`src/rtl/dwt_haar_mac.sv`:
```
// Two-stage pipelined Haar lifting unit: {a,b} pixel pair in, {L,H} coefficient pair out.
// Define DWT_MAC_ROUND_EN for round-half-up coefficients; otherwise coefficients truncate.
module dwt_haar_mac #(
  parameter int unsigned HEIGHT = 256,
  parameter int unsigned WIDTH  = 256,
  localparam int unsigned PW = $clog2(WIDTH),
  localparam int unsigned CW = $clog2(HEIGHT * WIDTH / 2) + 1
) (
  input  logic          clk,
  input  logic          rst,
  input  logic [15:0]   i_mac,
  input  logic          i_mac_valid,
  input  logic          i_mac_mode,
  input  logic [PW-1:0] i_mac_row_column_pointer,
  input  logic [PW-1:0] i_mac_pixel_pointer,
  output logic [15:0]   o_mac,
  output logic          o_mac_valid,
  output logic          o_mac_mode,
  output logic [PW-1:0] o_mac_row_column_pointer,
  output logic [PW-1:0] o_mac_pixel_pointer,
  output logic [CW-1:0] o_pair_count
);

  localparam logic [CW-1:0] CntMax = {CW{1'b1}};

  // Stage 1: sum / difference plus captured sideband
  logic               s1_valid_q;
  logic [8:0]         s1_sum_q;
  logic signed [8:0]  s1_diff_q;
  logic               s1_mode_q;
  logic [PW-1:0]      s1_rc_q;
  logic [PW-1:0]      s1_pix_q;

  // Stage 2: coefficient pair plus sideband (drives the outputs)
  logic               s2_valid_q;
  logic [15:0]        s2_mac_q;
  logic               s2_mode_q;
  logic [PW-1:0]      s2_rc_q;
  logic [PW-1:0]      s2_pix_q;

  logic [CW-1:0]      cnt_q, cnt_d;
  logic               mode_trk_q, mode_trk_d;

  logic [7:0]         l_d;
  logic [7:0]         h_d;

`ifdef DWT_MAC_ROUND_EN
  logic [9:0]         sum_r;
  logic signed [9:0]  diff_r;
  logic signed [9:0]  h_r;
`endif

  always_ff @(posedge clk) begin
    if (rst) begin
      s1_valid_q <= 1'b0;
      s1_sum_q   <= '0;
      s1_diff_q  <= '0;
      s1_mode_q  <= 1'b0;
      s1_rc_q    <= '0;
      s1_pix_q   <= '0;
    end else begin
      s1_valid_q <= i_mac_valid;
      if (i_mac_valid) begin
        s1_sum_q  <= {1'b0, i_mac[15:8]} + {1'b0, i_mac[7:0]};
        s1_diff_q <= $signed({1'b0, i_mac[15:8]} - {1'b0, i_mac[7:0]});
        s1_mode_q <= i_mac_mode;
        s1_rc_q   <= i_mac_row_column_pointer;
        s1_pix_q  <= i_mac_pixel_pointer;
      end
    end
  end

  always_comb begin
    // Offset-binary H: adding 128 to an 8-bit two's-complement value flips its MSB
    l_d = 8'(s1_sum_q >> 1);
    h_d = 8'(s1_diff_q >>> 1) ^ 8'h80;
`ifdef DWT_MAC_ROUND_EN
    sum_r  = {1'b0, s1_sum_q} + 10'd1;
    diff_r = {s1_diff_q[8], s1_diff_q} + 10'sd1;
    h_r    = (diff_r >>> 1) + 10'sd128;
    l_d    = 8'(sum_r >> 1);
    // Only a=255, b=0 reaches 256
    h_d    = (h_r > 10'sd255) ? 8'hFF : h_r[7:0];
`endif
  end

  always_ff @(posedge clk) begin
    if (rst) begin
      s2_valid_q <= 1'b0;
      s2_mac_q   <= '0;
      s2_mode_q  <= 1'b0;
      s2_rc_q    <= '0;
      s2_pix_q   <= '0;
    end else begin
      s2_valid_q <= s1_valid_q;
      if (s1_valid_q) begin
        s2_mac_q  <= {l_d, h_d};
        s2_mode_q <= s1_mode_q;
        s2_rc_q   <= s1_rc_q;
        s2_pix_q  <= s1_pix_q;
      end
    end
  end

  // Counter follows the pair entering stage 2 so it updates with o_mac_valid
  always_comb begin
    cnt_d      = cnt_q;
    mode_trk_d = mode_trk_q;
    if (s1_valid_q) begin
      mode_trk_d = s1_mode_q;
      if (s1_mode_q != mode_trk_q) begin
        cnt_d = CW'(1);
      end else if (cnt_q != CntMax) begin
        cnt_d = cnt_q + CW'(1);
      end
    end
  end

  always_ff @(posedge clk) begin
    if (rst) begin
      cnt_q      <= '0;
      mode_trk_q <= 1'b0;
    end else begin
      cnt_q      <= cnt_d;
      mode_trk_q <= mode_trk_d;
    end
  end

  assign o_mac                    = s2_mac_q;
  assign o_mac_valid              = s2_valid_q;
  assign o_mac_mode               = s2_mode_q;
  assign o_mac_row_column_pointer = s2_rc_q;
  assign o_mac_pixel_pointer      = s2_pix_q;
  assign o_pair_count             = cnt_q;

endmodule
```
`config.mk`:
```
export PLATFORM = sky130hd
export DESIGN_NAME = dwt_haar_mac
export DESIGN_NICKNAME = d
export VERILOG_FILES = /design/src/rtl/dwt_haar_mac.sv
export SDC_FILE = /design/constraint.sdc
export NUM_CORES = 1
export LEC_CHECK = 0
export CORE_MARGIN = 8
export CORE_UTILIZATION = 42
export DETAILED_ROUTE_END_ITERATION = 16
export PLACE_DENSITY_LB_ADDON = 0.1
export SYNTH_ARGS = -nofsm -noshare
export SYNTH_HDL_FRONTEND = slang
export SYNTH_SLANG_ARGS = --single-unit
```
`constraint.sdc`:
```
create_clock -name clk -period 4 [get_ports clk]
set_input_delay 1 -clock clk [delete_from_list [all_inputs] [get_ports clk]]
set_output_delay 1 -clock clk [all_outputs]
set_load 0.05 [all_outputs]
```
==> flow_summary.toml, run 1 <==
[die]
start_util_pct = 42.9
die_h_um = 113
core-area_um2 = 9150
io-pin-count = 86
die_x_um = 113
core.rowCount = 35
fp.dieArea_um2 = 12700

[pwr]
irDropWorstVdd_v = 0.000189
leakage_nw = 2.00
swShare_pct = 27.9
internal-power_w = 0.00130
pwr-share-comb_pct = 16.7
p_per_area_nw_per_um2 = 360
seqPwrFrac_pct = 49.7
clkPwrFrac_pct = 33.6
power.switching_w = 0.000503

[timing]
worst_slew_pin_slew_ns = 0.777
setup_viol = 0
min_period_ns = 2.83
finClkSkew_ns = 0.00641
period_share_pct = 70.9
hold_viol_final = 0
rsz0062_at_grt = "false"
fmax_ghz = 0.353
slew_headroom_pct = 48.2
setup_tns_ns = 0
setup_ws_ns = 1.17
drv_slew = 0

[clock_tree]
cts_hold_buf = 0
cts_tree = "yes"
h-tree-depth = 3
clkLatencyLatePin_ns = 0.35
cts.clk_slew.worst_paths_ns = 0.09
cts_buffers = 9
clock_sinks = 84
post-cts-setup-buffers = 0
cts_buffer_depth = 2
cts_resized = 0
clockRootBuffer = "clkbuf_8"

[job]
drv_cap = 0

[setup_path]
path_buf_inv = 1
slowest_stage = "clkdlybuf4s50_1"
worstPathMaxFanout = 4
cpPeakStageDelay_ns = 0.51
reg2reg_depth = 5
worstPathArrival_ns = 3.09
startpoint_type = "primary input"
worstPathCellList = "clkdlybuf4s50_1 -> fa_1 -> or2b_1 -> a21oi_1 -> o31a_1 -> or3_1 -> a311oi_1"
criticalPathCategory = "in2reg"
critPathTopFamily = "compound AO/OA/AOI/OAI gates"
required_ns = 4.26
end_kind = "register"
cp.depth = 7

[yosys]
synth_seq_area_share_pct = 42.9
synthesis.nets = 475
synth_top_area_share_pct = 42.9
synth_top_cell_by_area = "dfxtp_1"
syn_area_per_cell_um2 = 9.30
yosysMostFrequentCell = "dfxtp_1"
synth-seq-cells = 84
syn_inst = 422
synth_commonest_cells = "dfxtp_1, nor2_1, mux2i_1, ha_1"
synth_ff_type = "dfxtp_1"
synth_area_leaders = "dfxtp_1, mux2i_1, nor2_1"
synthArstFlopShare_pct = 0
netlist_area_um2 = 3920
synth_edf_count = 0
yosys_warnings = 0
ys_types = 55

[grt]
overflow = 0
antenna_found_initial = 0
track_usage_pct = 14.3
grt_max_degree = 47
grt_pass1_wl_mm = 14.9
grt_pass1_vias = 3152

[route]
route.detailed.drc = 0
wire_per_inst_um = 14.7
drtIter0Drc = 98
vias = 3206
dr.pass1.iters = 4
ant_nets = 0
vias_per_cell = 5.24
wirelength_mm = 8.97

[cells_and_area]
layout-drive-gt1-share_pct = 5.79
fillCellCount = 866
area_growth_pct = 27.8
diodes = 0
final_nets = 549

[place]
pre_cts_ws_ns = 0.810
place.gp.congestion = 0.822
hpwl_mm = 6.40
io_buffer_count = 85

[worst_hold_path]
worstHoldPathType = "reg2reg"
holdPathStages = 2

[run_status]
status = "finished clean"
registers in the layout, summed over array words and instances (netlist names), 8 cells and up:
signal,cells
o_mac,16
o_mac_pixel_pointer,8
o_mac_row_column_pointer,8
o_pair_count,16
s1_diff_q,8
s1_pix_q,8
s1_rc_q,8
s1_sum_q,8
cell usage in the layout, fill, tap and decap left out, types with 5 or more instances in the layout:
| master | synthesis | final |
|---|---|---|
| mux2i_1 | 58 | 58 |
| nand2b_1 | 8 | 8 |
| clkbuf_8 | 0 | 9 |
| a31oi_1 | 9 | 9 |
| and3_1 | 5 | 5 |
| a311oi_1 | 5 | 5 |
| xnor2_1 | 5 | 5 |
| nand3_1 | 7 | 7 |
| nor2_1 | 79 | 79 |
| clkdlybuf4s50_1 | 0 | 83 |
| nand2_1 | 13 | 13 |
| ha_1 | 15 | 15 |
| inv_1 | 13 | 13 |
| a21oi_1 | 9 | 9 |
| o21ai_0 | 13 | 13 |
| dfxtp_1 | 84 | 83 |
| a211oi_1 | 9 | 9 |
metal layers:
layer | track usage (%) | wire length (µm)
met5 | 0 | 0
met4 | 4.77 | 80
met3 | 4.03 | 511
met2 | 24.5 | 4350
met1 | 16.7 | 4020
power by group through the flow:
| stage | clock [W] | sequential (W) | combinational, W |
|---|---|---|---|
| detailed placement | 0 | 0.000916 | 0.000305 |
| global placement | 0 | 0.000915 | 0.000302 |
| floorplan | 0 | 0.000954 | 0.000167 |
| CTS | 0.000633 | 0.000897 | 0.000306 |
| finish | 0.000606 | 0.000896 | 0.000301 |
| global route | 0.000662 | 0.000902 | 0.000333 |
per-stage QoR:
step | utilization (%) | std cells | total power [W] | hold WS [ns] | instance area (µm²)
floorplan | - | 422 | 0.00112 | 0.455 | 3920
global placement | 52.6 | 596 | 0.00122 | 0.469 | 4820
detailed placement | 52.6 | 596 | 0.00122 | 0.481 | 4820
CTS | 54.8 | 612 | 0.00184 | 0.492 | 5010
global route | 54.8 | 612 | 0.00190 | 0.512 | 5010
finish | 54.8 | 612 | 0.00180 | 0.489 | 5010
logic make-up after synthesis:
group / count (synthesis) / share of synthesized area [%]
AO/OA/AOI/OAI: 69 / 12.4
XOR/XNOR: 8 / 1.79
adder cells (fa/ha/maj): 17 / 5.80
buffers and inverters: 40 / 4.37
flip-flops: 84 / 42.9
multiplexers: 58 / 14.8
AND/OR/NAND/NOR: 146 / 18.0
worst register-to-register path, delay by kind of cell (launching register included):
kind            cells  cell delay [ns]
compound gates      2             0.61
simple gates        2             0.59
flops               1             0.44
fa+ha+maj           1             0.24
path summary, 6_finish.rpt:
check / from / endpoint / slack, ns
setup / recovery: i_mac[1] / s1_sum_q[6]$_SDFFE_PP0P_ / 1.17
hold reg to reg: s1_diff_q[1]$_SDFFE_PP0P_ / s1_diff_q[1]$_SDFFE_PP0P_ / 0.49
setup reg to reg: o_pair_count[0]$_SDFFE_PP0P_ / o_pair_count[13]$_SDFFE_PP0P_ / 2.03
hold / removal: s1_diff_q[1]$_SDFFE_PP0P_ / s1_diff_q[1]$_SDFFE_PP0P_ / 0.49
area by class of cell:
class | count | area (µm²) | share of cell area (%)
well taps | 111 | 139 | 2.77
clock inverters | 7 | 73.8 | 1.47
inverters | 14 | 52.6 | 1.05
flip-flops and latches | 84 | 1680 | 33.6
clock buffers | 9 | 124 | 2.47
multi-input cells | 298 | 2070 | 41.3
repair buffers | 89 | 871 | 17.4
(Power assumes the default switching activity.)
==> run 2, diff against run 1 <==
==> constraint.sdc (replaced) <==
create_clock -name clk -period 2.95 [get_ports clk]
set_input_delay 0.7375 -clock clk [delete_from_list [all_inputs] [get_ports clk]]
set_output_delay 0.7375 -clock clk [all_outputs]
set_load 0.05 [all_outputs]
==> run 2 against run 1 <==
  * Highest routed layer unchanged
  * Count of clock-buffer cells in the layout is the same
  * Global-route usage is 0.29 points higher
  * Critical path type unchanged
  * Clock skew up 0.0022 ns
  * Via count grew 0.50%
==> flow_summary.toml, run 2 (synthesis gave the netlist of run 1 again) <==
[run_status]
status = "finished clean"

[place]
place.gp.congestion = 0.827
io_buffer_count = 85
dp_cells = 602
postPlaceCellArea_um2 = 4860
hpwl_mm = 6.55

[route]
wirelength_mm = 9.20
ant_nets = 0
drtIter0Drc = 141
dr.pass1.iters = 4
vias_per_cell = 5.21
route.detailed.drc = 0
wire_per_inst_um = 14.9
vias = 3222

[worst_hold_path]
worstHoldPathType = "reg2reg"
holdPathStages = 2
worstHoldStart = "s1_diff_q[1]$_SDFFE_PP0P_"
hold_path_end = "s1_diff_q[1]$_SDFFE_PP0P_"

[setup_path]
worstPathMaxFanout = 3
reg2reg_depth = 5
startpoint_type = "primary input"
r2r_start = "o_pair_count[0]$_SDFFE_PP0P_"
r2r_slack_ns = 0.98
end_kind = "register"
criticalPathCategory = "in2reg"
worstPathArrival_ns = 2.82
r2r-end = "o_pair_count[13]$_SDFFE_PP0P_"
required_ns = 3.22

[pwr]
power.total_w = 0.00241
irDropWorstVdd_v = 0.000267
p_per_area_nw_per_um2 = 477
leakage_nw = 2.02

[die]
start_util_pct = 42.9
die_x_um = 113
io-pin-count = 86
die_h_um = 113
core.rowCount = 35
fp.dieArea_um2 = 12700
core-area_um2 = 9150

[timing]
fmax_ghz = 0.391
min_period_ns = 2.55
setup_tns_ns = 0
fin_hold_ws_ns = 0.482
setup_viol = 0
period_share_pct = 86.6
slew_headroom_pct = 50.9
hold_viol_final = 0
worst_slew_pin_slew_ns = 0.736
drv_slew = 0
finClkSkew_ns = 0.00858
rsz0062_at_grt = "false"

[cells_and_area]
stdcell_count = 618
final_nets = 555
area_growth_pct = 28.5
diodes = 0
layout-drive-gt1-share_pct = 6.90
final_cell_mix = "clkdlybuf4s50_1, dfxtp_1, nor2_1"
fin_area_um2 = 5040

[clock_tree]
cts_resized = 0
cts_tree = "yes"
h-tree-depth = 3
cts.clk_slew.worst_paths_ns = 0.09
clkLatencyLatePin_ns = 0.35
clockRootBuffer = "clkbuf_8"
clock_sinks = 84
cts_buffers = 9
post-cts-setup-buffers = 0
cts_hold_buf = 0
cts_buffer_depth = 2

[grt]
grt_pass1_vias = 3186
antenna_found_initial = 0
track_usage_pct = 14.6
grt_max_degree = 47
overflow = 0
grt_pass1_wl_mm = 15.3

[job]
drv_cap = 0
run 2: changes by cell type in the layout (fill, tap and decap cells not counted):
cell / change
clkinvlp_4: +1
clkinv_2: -1
inv_8: +1
bufinv_16: -1
buf_4: +6
run 2: worst max-delay path by stage:
stage                                     endpoint  slack (ns)      from  cells after the start
after global routing      s1_sum_q[6]$_SDFFE_PP0P_        0.31  i_mac[0]                      8
final                     s1_sum_q[6]$_SDFFE_PP0P_        0.40  i_mac[0]                      8
after global placement    s1_sum_q[6]$_SDFFE_PP0P_        0.07  i_mac[0]                      8
after floorplan           s1_sum_q[6]$_SDFFE_PP0P_        0.57  i_mac[0]                      7
after detailed placement  s1_sum_q[6]$_SDFFE_PP0P_        0.03  i_mac[0]                      8
after CTS                 s1_sum_q[6]$_SDFFE_PP0P_        0.41  i_mac[0]                      8
run 2: per-layer routing:
metal / wire [µm] / vias to the layer above / GRT usage, % / share of wire [%]
met4: 109 / 0 / 5.13 / 1.2
met5: 0 / - / 0 / 0
met3: 454 / 10 / 3.97 / 4.9
met1: 4150 / 1489 / 17.0 / 45
met2: 4490 / 75 / 24.9 / 49
li1: - / 1648 / - / -
run 2: layout make-up:
type | count | area, µm²
timing repair buffer | 95 | 916
clock buffer | 9 | 124
clock inverter | 7 | 57.6
fill | 857 | 4110
sequential | 84 | 1680
tap | 111 | 139
multi-input combinational | 298 | 2070
inverter | 14 | 52.6
run 2: power breakdown:
group / internal (W) / total, W / switching (W)
registers: 0.00119 / 0.00122 / 0.0000291
logic: 0.000186 / 0.000420 / 0.000234
clock network: 0.000319 / 0.000770 / 0.000451
total: 0.00169 / 0.00241 / 0.000714
run 2: metrics by stage:
stage | utilization (%) | setup WS, ns
floorplan | - | 0.574
global placement | 53.1 | 0.0744
detailed placement | 53.1 | 0.0340
CTS | 55.1 | 0.408
global route | 55.1 | 0.309
finish | 55.1 | 0.395
run 2: critical path: stages:
cell and delay, ns:
clkdlybuf4s50_1 0.40, and2_1 0.19, fa_1 0.40, or2b_1 0.17, a21oi_1 0.08, o31a_1 0.28, or3_1 0.31, a311oi_1 0.24
==> run 3, diff against run 2 <==
--- a/config.mk
+++ b/config.mk
@@ -6,7 +6,7 @@
 export NUM_CORES = 1
 export LEC_CHECK = 0
 export CORE_MARGIN = 8
-export CORE_UTILIZATION = 42
+export CORE_UTILIZATION = 51
 export DETAILED_ROUTE_END_ITERATION = 16
 export PLACE_DENSITY_LB_ADDON = 0.1
 export SYNTH_ARGS = -nofsm -noshare
==> run 3 against run 2 <==
  * Clock skew up 0.00070 ns
  * Worst setup slack worse by 0.034 ns
  * Global-route usage up 2.1 points
  * Highest routed layer unchanged
  * Clock power up 8.8%
  * Critical path type unchanged
  * Flip-flop and latch count unchanged
  * Non-clock buffer count down 1
  * Core utilization up 11 points
==> flow_summary.toml, run 3 (synthesis gave the netlist of run 1 again) <==
[run_status]
status = "finished clean"

[setup_path]
end_kind = "register"
startpoint_type = "primary input"
worstPathArrival_ns = 2.84
path_buf_inv = 1
critPathTopFamily = "simple AND/OR/NAND/NOR gates"
cpPeakStageDelay_ns = 0.41
required_ns = 3.20
worstPathMaxFanout = 3
worstPathCellList = "clkdlybuf4s50_1 -> and2_1 -> fa_1 -> or2b_1 -> a21oi_1 -> o31a_1 -> or3_1 -> a311oi_1"
criticalPathCategory = "in2reg"
slowest_stage = "clkdlybuf4s50_1"

[timing]
rsz0062_at_grt = "false"
fmax_ghz = 0.386
setup_tns_ns = 0
finClkSkew_ns = 0.00928
slew_headroom_pct = 39.6
setup_viol = 0
drv_slew = 0
period_share_pct = 87.7
worst_slew_pin_slew_ns = 0.907
setup_ws_ns = 0.362
min_period_ns = 2.59
hold_viol_final = 0

[die]
fp.dieArea_um2 = 10800
core-area_um2 = 7610
die_x_um = 104
start_util_pct = 51.6
io-pin-count = 86
die_h_um = 104
core.rowCount = 32

[clock_tree]
clock_sinks = 84
h-tree-depth = 3
clockRootBuffer = "clkbuf_8"
post-cts-setup-buffers = 0
cts_resized = 0
clkLatencyLatePin_ns = 0.35
cts_buffers = 9
cts_tree = "yes"
cts_hold_buf = 0
cts_buffer_depth = 2
cts.clk_slew.worst_paths_ns = 0.07

[job]
drv_cap = 0

[route]
route.detailed.drc = 0
vias = 3289
wirelength_mm = 8.99
wire_per_inst_um = 14.8
drtIter0Drc = 115
dr.pass1.iters = 4
vias_per_cell = 5.41
ant_nets = 0

[grt]
grt_pass1_wl_mm = 15.3
track_usage_pct = 16.6
overflow = 0
antenna_found_initial = 0
grt_max_degree = 53
grt_pass1_vias = 3317

[pwr]
irDropWorstVdd_v = 0.000295
leakage_nw = 2.02
power.total_w = 0.00247
p_per_area_nw_per_um2 = 490

[worst_hold_path]
worstHoldPathType = "reg2reg"

[place]
io_buffer_count = 85
pre_cts_ws_ns = 0.0178
place.gp.congestion = 0.894
hpwl_mm = 6.34

[cells_and_area]
final_nets = 554
multi_input_area_um2 = 2070
final_cell_mix = "clkdlybuf4s50_1, dfxtp_1, nor2_1"
fillCellCount = 653
diodes = 0
area_growth_pct = 28.7
layout-drive-gt1-share_pct = 6.72
regArea_um2 = 1680
## run 3: cell type report
type                       instances  area share, %
sequential                        84           33.3
tap                              102           2.53
multi-input combinational        298           41.0
timing repair buffer              94           18.0
clock buffer                      10           2.72
inverter                          14           1.04
clock inverter                     6           1.41
## run 3: final timing paths
check	to	startpoint	slack [ns]	cells past startpoint
hold / removal	s1_sum_q[7]$_SDFFE_PP0P_	s1_sum_q[7]$_SDFFE_PP0P_	0.49	2
hold reg to reg	s1_sum_q[7]$_SDFFE_PP0P_	s1_sum_q[7]$_SDFFE_PP0P_	0.49	2
setup reg to reg	o_pair_count[13]$_SDFFE_PP0P_	o_pair_count[0]$_SDFFE_PP0P_	0.96	5
setup / recovery	s1_sum_q[6]$_SDFFE_PP0P_	i_mac[0]	0.36	8
## run 3: worst min-delay path, cell delays in order, from the launching register on
cell and delay (ns):
dfxtp_1 0.31, nor2_1 0.08, a211oi_1 0.05
## run 3: power breakdown
part           internal, W  switching, W  leakage, nW
registers          0.00119     0.0000296        0.686
logic             0.000184      0.000234         1.24
clock network     0.000420      0.000419       0.0991
total              0.00179      0.000682         2.02
## run 3: metrics by stage
step	std cells	hold WS, ns	util (%)	instance area (µm²)
2_1_floorplan	422	0.455	-	3920
5_1_grt	608	0.522	66.4	5050
3_5_place_dp	592	0.481	63.7	4840
6_report	608	0.485	66.4	5050
4_1_cts	608	0.492	66.4	5050
3_3_place_gp	592	0.469	63.7	4840
## run 3: metal layers
| layer | part of all wire, % | up-vias | GRT usage, % |
|---|---|---|---|
| met4 | 2.1 | 0 | 7.76 |
| met2 | 50 | 91 | 29.3 |
| met1 | 44 | 1544 | 19.0 |
| met3 | 4.4 | 14 | 3.04 |
| met5 | 0 | - | 0 |
| li1 | - | 1640 | - |
